$ cat config.mk
export PLATFORM = sky130hd
export DESIGN_NAME = csb_txn_tracker
export DESIGN_NICKNAME = d
export VERILOG_FILES = /design/src/rtl/csb_pkg.sv /design/src/rtl/csb_id_fifo.sv /design/src/rtl/csb_txn_tracker.sv
export SDC_FILE = /design/constraint.sdc
export NUM_CORES = 1
export LEC_CHECK = 0
export BUFFER_PORTS_ARGS = -buffer_cell sky130_fd_sc_hd__buf_2
export CAP_MARGIN = 40
export CORE_ASPECT_RATIO = 1.75
export CORE_MARGIN = 2
export CORE_UTILIZATION = 39
export DETAILED_ROUTE_END_ITERATION = 6
export GPL_TIMING_DRIVEN = 0
export PLACE_DENSITY_LB_ADDON = 0.2
export SETUP_SLACK_MARGIN = 0.3
export SYNTH_ARGS = -nofsm -noshare
export SYNTH_HDL_FRONTEND = slang
export SYNTH_SLANG_ARGS = --single-unit
$ cat constraint.sdc
create_clock -name clk -period 1.8 [get_ports clk]
set_input_delay 0.45 -clock clk [delete_from_list [all_inputs] [get_ports clk]]
set_output_delay 0.45 -clock clk [all_outputs]
set_load 0.05 [all_outputs]
$ cat src/rtl/csb_pkg.sv
// Shared types for the CSB transaction tracker: forwarded request bundle,
// queue entry layout, FSM state encoding and the default timeout reply word.
package csb_pkg;

    localparam int unsigned CSB_ID_WIDTH = 1;
    localparam logic [31:0] CSB_ERR_DATA = 32'hDEAD_BEEF;

    typedef struct packed {
        logic [15:0] addr;
        logic [31:0] wdat;
        logic        write;
        logic        nposted;
    } csb_req_t;

    // Default-width entry; the tracker re-declares it with its own ID_WIDTH.
    typedef struct packed {
        logic [CSB_ID_WIDTH-1:0] id;
        logic                    is_write;
    } trk_entry_t;

    typedef enum logic {
        TRK_RUN  = 1'b0,
        TRK_HALT = 1'b1
    } trk_state_e;

endpackage

$ cat src/rtl/csb_id_fifo.sv
// In-order queue of outstanding response entries. Pointers carry one extra
// wrap bit so full and empty are distinguishable; push is allowed when full if a pop accompanies it.
module csb_id_fifo #(
    parameter int WIDTH = $bits(csb_pkg::trk_entry_t),
    parameter int DEPTH = 4
) (
    input  logic             clk,
    input  logic             rst,
    input  logic             push,
    input  logic [WIDTH-1:0] wr_data,
    input  logic             pop,
    output logic [WIDTH-1:0] rd_data,
    output logic             empty,
    output logic             full
);
    localparam int AW = $clog2(DEPTH);

    logic [WIDTH-1:0] mem [DEPTH];
    logic [AW:0]      wr_ptr;
    logic [AW:0]      rd_ptr;
    logic             do_push;
    logic             do_pop;

    assign empty   = (wr_ptr == rd_ptr);
    assign full    = (wr_ptr[AW] != rd_ptr[AW]) && (wr_ptr[AW-1:0] == rd_ptr[AW-1:0]);
    assign do_push = push && (!full || pop);
    assign do_pop  = pop && !empty;
    assign rd_data = mem[rd_ptr[AW-1:0]];

    always_ff @(posedge clk) begin
        if (rst) begin
            wr_ptr <= '0;
            rd_ptr <= '0;
        end else begin
            if (do_push) wr_ptr <= wr_ptr + 1'b1;
            if (do_pop)  rd_ptr <= rd_ptr + 1'b1;
        end
    end

    always_ff @(posedge clk) begin
        if (do_push) mem[wr_ptr[AW-1:0]] <= wr_data;
    end

endmodule

$ cat src/rtl/csb_txn_tracker.sv
// Forwards CSB requests to NVDLA and tags returning responses with the periph
// ID of the oldest outstanding request; a watchdog converts lost responses into error replies.
//
// state | meaning
// RUN   | requests forwarded, NVDLA responses popped and answered
// HALT  | watchdog fired: requests blocked, remaining entries time out, late responses dropped
module csb_txn_tracker
    import csb_pkg::*;
#(
    parameter int          ID_WIDTH       = 1,
    parameter int          DEPTH          = 4,
    parameter int          TIMEOUT_CYCLES = 4096,
    parameter logic [31:0] ERR_DATA       = CSB_ERR_DATA
) (
    input  logic                clk,
    input  logic                rst,
    input  logic                up_valid,
    output logic                up_ready,
    input  logic [15:0]         up_addr,
    input  logic [31:0]         up_wdat,
    input  logic                up_write,
    input  logic                up_nposted,
    input  logic [ID_WIDTH-1:0] up_id,
    output logic                csb2nvdla_valid,
    input  logic                csb2nvdla_ready,
    output logic [15:0]         csb2nvdla_addr,
    output logic [31:0]         csb2nvdla_wdat,
    output logic                csb2nvdla_write,
    output logic                csb2nvdla_nposted,
    input  logic                nvdla2csb_valid,
    input  logic [31:0]         nvdla2csb_data,
    input  logic                nvdla2csb_wr_complete,
    output logic                rsp_valid,
    output logic [31:0]         rsp_data,
    output logic [ID_WIDTH-1:0] rsp_id,
    output logic                rsp_err,
    output logic                halted_o,
    output logic                proto_err_o
);
    typedef struct packed {
        logic [ID_WIDTH-1:0] id;
        logic                is_write;
    } entry_t;

    localparam int               CNT_W  = (TIMEOUT_CYCLES == 0) ? 1 : $clog2(TIMEOUT_CYCLES + 1);
    localparam logic [CNT_W-1:0] TO_VAL = CNT_W'(TIMEOUT_CYCLES);
    localparam bit               WD_EN  = (TIMEOUT_CYCLES != 0);

    trk_state_e              state;
    trk_state_e              state_nxt;
    logic                    is_run;
    csb_req_t                req;
    entry_t                  push_e;
    entry_t                  head_e;
    logic [$bits(entry_t)-1:0] head_raw;
    logic                    q_empty;
    logic                    q_full;
    logic                    needs_entry;
    logic                    blocked;
    logic                    push;
    logic                    any_rsp;
    logic                    rsp_pop;
    logic                    to_pop;
    logic                    pop;
    logic                    perr_set;
    logic [CNT_W-1:0]        wd_cnt;

    assign req = '{addr: up_addr, wdat: up_wdat, write: up_write, nposted: up_nposted};
    assign csb2nvdla_addr    = req.addr;
    assign csb2nvdla_wdat    = req.wdat;
    assign csb2nvdla_write   = req.write;
    assign csb2nvdla_nposted = req.nposted;

    assign needs_entry = ~up_write | up_nposted;
    assign any_rsp     = nvdla2csb_valid | nvdla2csb_wr_complete;
    // Responses only pop in RUN; in HALT the watchdog alone drains the queue.
    assign rsp_pop     = any_rsp & is_run & ~q_empty;
    assign to_pop      = WD_EN & ~q_empty & (wd_cnt == TO_VAL) & ~rsp_pop;
    assign pop         = rsp_pop | to_pop;

    assign blocked         = needs_entry & q_full & ~pop;
    assign csb2nvdla_valid = up_valid & is_run & ~blocked;
    assign up_ready        = csb2nvdla_ready & is_run & ~blocked;
    assign push            = up_valid & up_ready & needs_entry;
    assign push_e          = '{id: up_id, is_write: up_write};
    assign head_e          = entry_t'(head_raw);

    assign perr_set = (any_rsp & (~is_run | q_empty))
                    | (nvdla2csb_valid & nvdla2csb_wr_complete)
                    | (rsp_pop & ((nvdla2csb_valid & head_e.is_write)
                                | (nvdla2csb_wr_complete & ~head_e.is_write)));

    csb_id_fifo #(
        .WIDTH ($bits(entry_t)),
        .DEPTH (DEPTH)
    ) u_id_fifo (
        .clk     (clk),
        .rst     (rst),
        .push    (push),
        .wr_data (push_e),
        .pop     (pop),
        .rd_data (head_raw),
        .empty   (q_empty),
        .full    (q_full)
    );

    always_ff @(posedge clk) begin
        if (rst) state <= TRK_RUN;
        else     state <= state_nxt;
    end

    always_comb begin
        state_nxt = state;
        case (state)
            TRK_RUN:  if (to_pop) state_nxt = TRK_HALT;
            TRK_HALT: state_nxt = TRK_HALT;
            default:  state_nxt = TRK_RUN;
        endcase
    end

    always_comb begin
        is_run   = (state == TRK_RUN);
        halted_o = (state == TRK_HALT);
    end

    always_ff @(posedge clk) begin
        if (rst) begin
            rsp_valid   <= 1'b0;
            rsp_data    <= '0;
            rsp_id      <= '0;
            rsp_err     <= 1'b0;
            proto_err_o <= 1'b0;
            wd_cnt      <= '0;
        end else begin
            rsp_valid <= pop;
            rsp_err   <= to_pop;
            rsp_id    <= pop ? head_e.id : '0;
            if (to_pop)                          rsp_data <= ERR_DATA;
            else if (rsp_pop && nvdla2csb_valid) rsp_data <= nvdla2csb_data;
            else                                 rsp_data <= '0;
            if (perr_set) proto_err_o <= 1'b1;
            wd_cnt <= (q_empty || pop) ? '0 : wd_cnt + 1'b1;
        end
    end

    a_single_strobe: assert property (@(posedge clk) disable iff (rst)
        !(nvdla2csb_valid && nvdla2csb_wr_complete));

endmodule

======== Yosys cells after proc, flatten, opt, wreduce, memory -nomap -nowiden ========
Memories as Yosys holds them, arrays and structs flattened. A register that Yosys moved wholly into a read port is not among the register bits.
Index checks and enable logic that the tools add are counted.
storage, ports and cells
  word-level logic and storage cells ...... 69
  RAM bits ................................ 8
  bits in registers ....................... 56
  memories ................................ 1
  input port bits ......................... 89
  output and inout port bits .............. 89
cells by class
  bitwise logic cells ..................... 32
  eq/ne operators ......................... 4
  add/sub/neg operators ................... 3
  mux-type cells .......................... 8
  reduce and logical (&&, ||, !) cells .... 11
memories
  name           words  bits a word  read ports  clocked after Yosys merged registers in  write ports  RTL line           RTL
  u_id_fifo.mem  4      2            1           1                                        1            csb_id_fifo.sv:18  logic [WIDTH-1:0] mem [DEPTH];
operators by type and width
  operator                                                          count
  32-bit two-way mux                                                2
  1-bit AND                                                         17
  13-bit by 1-bit adder with 13-bit output (second input constant)  1
  13-bit == test (second input constant)                            1
  1-bit NOT                                                         8
  1-bit bitwise OR                                                  7
  3-bit by 1-bit adder with 3-bit output (second input constant)    2
  1-bit logical AND                                                 4
  2-bit two-way mux                                                 2
  2-bit OR reduction                                                2
  3-bit == test                                                     1
  1-bit two-way mux                                                 3
  3-bit OR reduction                                                1
  2-bit == test                                                     1
  1-bit zero test                                                   2
  1-bit logical OR                                                  2
  1-bit case mux with 2 select lines                                1
  1-bit != test                                                     1

======== Depth between registers and ports, before layout ========
Gate-level depths: netlist of run 1.
  word-level depth ........................ 15
  depth in mapped cells ................... 8
  mapped depth without buffers ............ 6

======== By module ========
From an unflattened synthesis of run 1, not the netlist that was laid out.
unflattened totals
  cell total of the unflattened synthesis .. 313
  area, all modules ....................... 3,045.4 µm²
modules (own cells, without submodules)
  module           cells each  times used  seq. area each (µm²)  area an instance (µm²)
  csb_txn_tracker  248         1           1,001.0               2,210.9
  csb_id_fifo      65          1           400.4                 834.6

======== Least setup slack after synthesis of run 1 ========
No wires, ideal clock.
  path type ............................... register to output
  start point ............................. register wd_cnt[0]
  end point ............................... output port up_ready
  cell stages (with the launch flop) ...... 7
  path buffers ............................ 0
  arrival time ............................ 2.211 ns
  setup slack ............................. -0.861 ns
  data required time ...................... 1.350 ns
  path through ............................ dfxtp_1 inv_1 ha_1 nor4b_4 a31oi_2 and2_1 a21boi_0
between the ends
  word-level cells in the longest chain between the ends .. 8
ends and longest elaborated chain
  item                     RTL line                RTL
  start, declared          csb_txn_tracker.sv:66   logic [CNT_W-1:0] wd_cnt;
  start signal, assigned   csb_txn_tracker.sv:142  wd_cnt <= (q_empty || pop) ? '0 : wd_cnt + 1'b1;
  13-bit == test           csb_txn_tracker.sv:78   assign to_pop = WD_EN & ~q_empty & (wd_cnt == TO_VAL) & ~rsp_pop;
  1-bit AND (2 in series)  csb_txn_tracker.sv:78
  1-bit bitwise OR         csb_txn_tracker.sv:79   assign pop = rsp_pop | to_pop;
  1-bit NOT (no line)      n/a
  1-bit AND                csb_txn_tracker.sv:81   assign blocked = needs_entry & q_full & ~pop;
  1-bit NOT                csb_txn_tracker.sv:83   assign up_ready = csb2nvdla_ready & is_run & ~blocked;
  1-bit AND                csb_txn_tracker.sv:83
  end, declared            csb_txn_tracker.sv:18   output logic up_ready,
Every way passes these cells.

======== Worst setup path in the final report of run 1 ========
  start point ............................. register wd_cnt[1]
  end point ............................... output port up_ready
Same word-level chain as after synthesis.

==> flow_summary.yaml, run 1 <==
global_routing:
  grt_overflow: 0
  grt_max_degree: 11
  grt_pass1_wl_mm: 9.86
  grt_antenna_before_repair: 0
  grt_usage_pct: 14.9
  grt_pass1_vias: 2232
sta:
  hold_viol: 0
  slew_headroom_pct: 66.1
  fmax_mhz: 459
  period_share_pct: 121
  slew_viol_final: 0
  tns_ps: -5660
  setup_viol: 46
  max_slew.worst_pin.slew_ps: 507
  fin_ws_ps: -378
  grt_setup_unrepaired: "yes"
  clock_skew_ps: 5.40
  fin_crit_ps: 2180
die:
  io_pins: 178
  die_h_um: 120
  placementRows: 42
  core_sq_um: 7510
  dieArea_sq_um: 8420
  fp.dieW_um: 70.2
  floorplan.initialDensity_pct: 39.8
synth:
  avgSynthCellArea_sq_um: 9.91
  synth-simple-area-share_pct: 23.5
  synth_top_area_cell: "dfxtp_1"
  synth_warnings: 0
  synthTopCellsByArea: "dfxtp_1, buf_4, edfxtp_1"
  syn_area_sq_um: 2990
  syn_inst: 302
  ys_seq_area_share_pct: 46.8
  synth_flop_cell: "dfxtp_1"
  synth_cell_types: 40
  synth_top_family_by_area: "simple AND/OR/NAND/NOR gates"
  synth_nets: 398
  yosysTopAreaCellShare_pct: 38.8
  synth_compound_area_share_pct: 3.09
  synthMuxAreaShare_pct: 3.72
  yosys.area_share.xor_xnor_pct: 4.10
  synth_edf_count: 8
  async_flop_share_pct: 0
  synthAdderAreaFrac_pct: 2.93
  ys_ff_latch: 66
routing:
  vias: 2441
  drt_pass1_iterations: 4
  drc_errors: 0
  dr.first_iter.drc_count: 50
  ant_nets: 0
  wl_per_cell_um: 11.8
  via_per_inst: 4.45
  routed_wl_mm: 6.48
hold_path:
  hold_class: "input pin to register"
  hp-start: "nvdla2csb_data[8]"
  whs_endpoint: "rsp_data[8]"
  worstHoldPathCells: 2
job:
  maxCapViolCount: 0
setup_path:
  r2r-end: "u_id_fifo.mem[1][0]"
  path_class: "register to output port"
  crit_required_ps: 1350
  end_kind: "output port"
  worstPathArrival_ps: 1730
  r2r_setup_slack_ps: -320
  critPathLaunchType: "register"
  worstRegToRegCells: 8
  r2r_start: "wd_cnt[1]"
  crit_start: "wd_cnt[1]"
  path_max_fanout: 2
finish:
  final_cell_mix: "buf_2, buf_4, dfxtp_1"
  antenna_cells: 0
  final_util_pct: 58.2
  areaGrowthSynthToFinish_pct: 46.1
  final_common_cell: "buf_2"
  layout-drive-gt1-share_pct: 58.7
  nets: 551
clock_network:
  clockBufferDepth: 2
  cts_tree: "built"
  cts_sinks: 66
  h-tree-depth: 3
  cts_hold_buf: 0
  clk_latency_ps: 320
  cts_buffers: 9
  cts-root-buf: "clkbuf_16"
  path_clk_slew_ps: 50
place:
  dp_slack_ps: -228
  gp_congestion: 0.824
  dp_hpwl_mm: 4.72
  port_buffers: 128
power_and_ir_drop:
  p_leak_nw: 2.17
  power_density_nw_per_um2: 1000
  p_total_mw: 4.39
  ir_worst_vdd_v: 0.000517
outcome:
  status: "finished, violations left"
  violations: "negative setup slack"
## flip-flops by register name, summed over array words and instances, names as in the netlist, named ones only
register and count:
u_id_fifo.mem 8, rsp_id 1, u_id_fifo.wr_ptr 3, rsp_valid 1, rsp_err 1, u_id_fifo.rd_ptr 3
halted_o 1, rsp_data 32, proto_err_o 1, wd_cnt 13
## per-layer routing
layer | part of all wire [%] | up-vias | wire length [um] | global-route usage, %
li1 | - | 1239 | - | -
met1 | 37 | 1058 | 2370 | 14.8
met2 | 52 | 130 | 3370 | 26.7
met3 | 8.8 | 14 | 569 | 4.70
met4 | 2.7 | 0 | 176 | 8.41
met5 | 0 | - | 0 | 0
## cell usage after synthesis (all sizes together) (4+ instances only)
cell	instances
dfxtp	58
nand2	55
buf	53
nor2	19
and2	13
edfxtp	8
xnor2	8
clkbuf	7
ha	7
nand3	7
inv	6
xor2	6
and3	5
mux2	5
nand2b	5
nor2b	5
a21oi	4
nand4	4
o21ai	4
## stage by stage
stage	cell area, sq um	instances	hold slack (ps)
3_5_place_dp	3800	518	454
4_1_cts	4250	543	312
2_1_floorplan	3050	302	431
5_1_grt	4380	548	320
3_3_place_gp	3800	518	450
6_report	4380	548	324
## kinds of logic after synthesis
family                   Yosys count
AND/OR/NAND/NOR                  127
adder cells (fa/ha/maj)            7
XOR/XNOR                          14
multiplexers                       8
AO/OA/AOI/OAI                     14
buffers and inverters             66
flip-flops                        66
## critical path, cell delays in order (launching register included)
cell	delay, ps
dfxtp_4	350
inv_4	50
ha_4	120
nor4b_4	270
a31oi_4	140
and2_4	180
a21boi_4	120
buf_6	170
## cell type report
| cell class | instances | area (sq um) |
|---|---|---|
| Sequential cell | 66 | 1410 |
| Timing Repair Buffer | 142 | 837 |
| Clock buffer | 11 | 233 |
| Buffer | 60 | 478 |
| Clock inverter | 5 | 21.3 |
| Fill cell | 656 | 3140 |
| Tap cell | 88 | 110 |
| Inverter | 6 | 25.0 |
| Multi-Input combinational cell | 170 | 1260 |
## where the power goes
group	switching, mW	internal (mW)	total [mW]
Combinational	0.804	0.448	1.25
Clock	0.568	0.910	1.48
Sequential	0.0593	1.60	1.66
Total	1.43	2.96	4.39
## what timing repair did
| item | in CTS | in global routing |
|---|---|---|
| endpoints found under the setup margin | 63 | 64 |
| resized for setup | 23 | 24 |
| hold endpoints to repair | 0 | 0 |
| buffers inserted | 5 | 5 |
| pin swaps | 3 | 3 |
| gates cloned | 4 | 0 |
## worst max-delay path by stage
stage	to	cells after the start
after floorplan	up_ready	6
after global placement	up_ready	5
after detailed placement	up_ready	7
after CTS	up_ready	7
after global routing	up_ready	7
final	up_ready	7
No activity file was read; power rests on OpenSTA's default activity.
==> inputs of run 2 (changes only) <==
--- a/config.mk
+++ b/config.mk
@@ -6,10 +6,11 @@
 export NUM_CORES = 1
 export LEC_CHECK = 0
 export BUFFER_PORTS_ARGS = -buffer_cell sky130_fd_sc_hd__buf_2
-export CAP_MARGIN = 40
+export CAP_MARGIN = 0
+export CELL_PAD_IN_SITES_DETAIL_PLACEMENT = 0
+export CELL_PAD_IN_SITES_GLOBAL_PLACEMENT = 2
 export CORE_ASPECT_RATIO = 1.75
-export CORE_MARGIN = 2
-export CORE_UTILIZATION = 39
+export CORE_UTILIZATION = 22
 export DETAILED_ROUTE_END_ITERATION = 6
 export GPL_TIMING_DRIVEN = 0
 export PLACE_DENSITY_LB_ADDON = 0.2
==> flow_summary.yaml, run 2 (synthesis results as in run 1) <==
place:
  dp_slack_ps: -324
  post-place-cells: 604
  port_buffers: 128
  dp_hpwl_mm: 5.42
  gp_congestion: 0.705
clock_network:
  cts-root-buf: "clkbuf_16"
  cts_buffers: 9
  path_clk_slew_ps: 60
  clockBufferDepth: 2
  h-tree-depth: 3
  cts_hold_buf: 0
  clk_latency_ps: 320
  cts_tree: "built"
  cts_sinks: 66
routing:
  wl_per_cell_um: 11.2
  ant_nets: 0
  routed_wl_mm: 7.18
  drt_pass1_iterations: 4
  vias: 2493
  drc_errors: 0
  via_per_inst: 3.90
  dr.first_iter.drc_count: 54
setup_path:
  path_max_fanout: 2
  end_kind: "output port"
  critPathLaunchType: "register"
  worstPathArrival_ps: 1720
  crit_required_ps: 1350
  r2r_setup_slack_ps: -300
  path_class: "register to output port"
global_routing:
  grt_pass1_wl_mm: 11.3
  grt_overflow: 0
  grt_max_degree: 13
  grt_usage_pct: 10.4
  grt_antenna_before_repair: 0
  grt_pass1_vias: 2296
finish:
  final_cells: 640
  max_flop_register: "rsp_data"
  final_util_pct: 34.4
  areaGrowthSynthToFinish_pct: 52.9
  final_common_cell: "buf_2"
  nets: 556
  final_cell_mix: "buf_2, buf_4, dfxtp_1"
  largest_register_ffs: 32
  layout-drive-gt1-share_pct: 61.1
sta:
  fin_ws_ps: -369
  period_share_pct: 120
  fmax_mhz: 461
  clock_skew_ps: 6.37
  grt_setup_unrepaired: "yes"
  slew_headroom_pct: 63.0
  max_slew.worst_pin.slew_ps: 555
  setup_viol: 44
  slew_viol_final: 0
  fin_crit_ps: 2170
  hold_viol: 0
die:
  die_h_um: 156
  floorplan.initialDensity_pct: 22.5
  core_sq_um: 13300
  dieArea_sq_um: 14100
  io_pins: 178
  fp.dieW_um: 90.2
  placementRows: 56
outcome:
  status: "finished, violations left"
  violations: "negative setup slack"
power_and_ir_drop:
  power_density_nw_per_um2: 1040
  p_total_mw: 4.76
  ir_worst_vdd_v: 0.000359
  p_int_mw: 3.28
  pwr-share-seq_pct: 34.7
  power_switching_mw: 1.49
  p_leak_nw: 2.24
  pwr-share-clk_pct: 39.9
  combPwrFrac_pct: 25.4
  power_switching_share_pct: 31.2
hold_path:
  hold_class: "input pin to register"
job:
  maxCapViolCount: 0
run 2: cell count changes in the layout (fill, tap and decap cells not counted), sizes merged:
cell,previous run,this run
buf,197,203
clkinv,5,3
diode,0,1
clkbuf,16,14
clkinvlp,0,1
bufinv,0,2
run 2: critical path: stages, from the launching register on:
cell	delay, ps
dfxtp_4	350
inv_4	50
ha_4	120
nor4b_4	250
a31oi_4	140
and2_4	190
a21oi_4	150
buf_8	160
run 2: repair_timing:
action | CTS | global route
resized for setup | 27 | 24
pin swaps | 4 | 7
setup endpoints to repair | 65 | 64
setup buffers | 6 | 10
cloned | 3 | 0
run 2: area by class of cell:
class | instances | area, sq um
inverters | 6 | 25.0
diodes | 1 | 2.50
well taps | 174 | 218
fillers | 1393 | 8730
repair buffers | 147 | 862
multi-input cells | 170 | 1240
plain buffers | 60 | 480
clock buffers | 10 | 239
flip-flops and latches | 66 | 1420
clock inverters | 6 | 90.1
run 2: path summary, 6_finish.rpt:
| check | startpoint | to | cells after the start |
|---|---|---|---|
| setup / recovery | wd_cnt[1] | csb2nvdla_valid | 7 |
| hold / removal | nvdla2csb_data[1] | rsp_data[1] | 3 |
| setup reg to reg | wd_cnt[1] | u_id_fifo.mem[0][0] | 8 |
| hold reg to reg | wd_cnt[12] | wd_cnt[12] | 2 |
run 2: metrics by stage:
| stage | hold WS (ps) | TNS, ps | area [sq um] |
|---|---|---|---|
| after global placement | 454 | -7870 | 3910 |
| after floorplan | 431 | -123 | 3050 |
| after CTS | 306 | -3130 | 4430 |
| after detailed placement | 457 | -10910 | 3910 |
| after global routing | 313 | -8820 | 4580 |
| final | 320 | -5890 | 4580 |
run 2: per-layer routing:
layer	track usage (%)	vias to the layer above	wire [um]
met5	0	-	0
met4	5.07	0	129
met3	2.96	6	536
met2	19.6	124	3920
met1	10.3	1117	2590
li1	-	1246	-
run 2: power groups by stage:
stage	clock [mW]	combinational, mW	sequential [mW]
5_1_grt	2.04	1.29	1.67
6_report	1.90	1.21	1.65
3_5_place_dp	0	1.12	1.69
2_1_floorplan	0	0.603	1.95
3_3_place_gp	0	1.11	1.69
4_1_cts	1.96	1.18	1.65
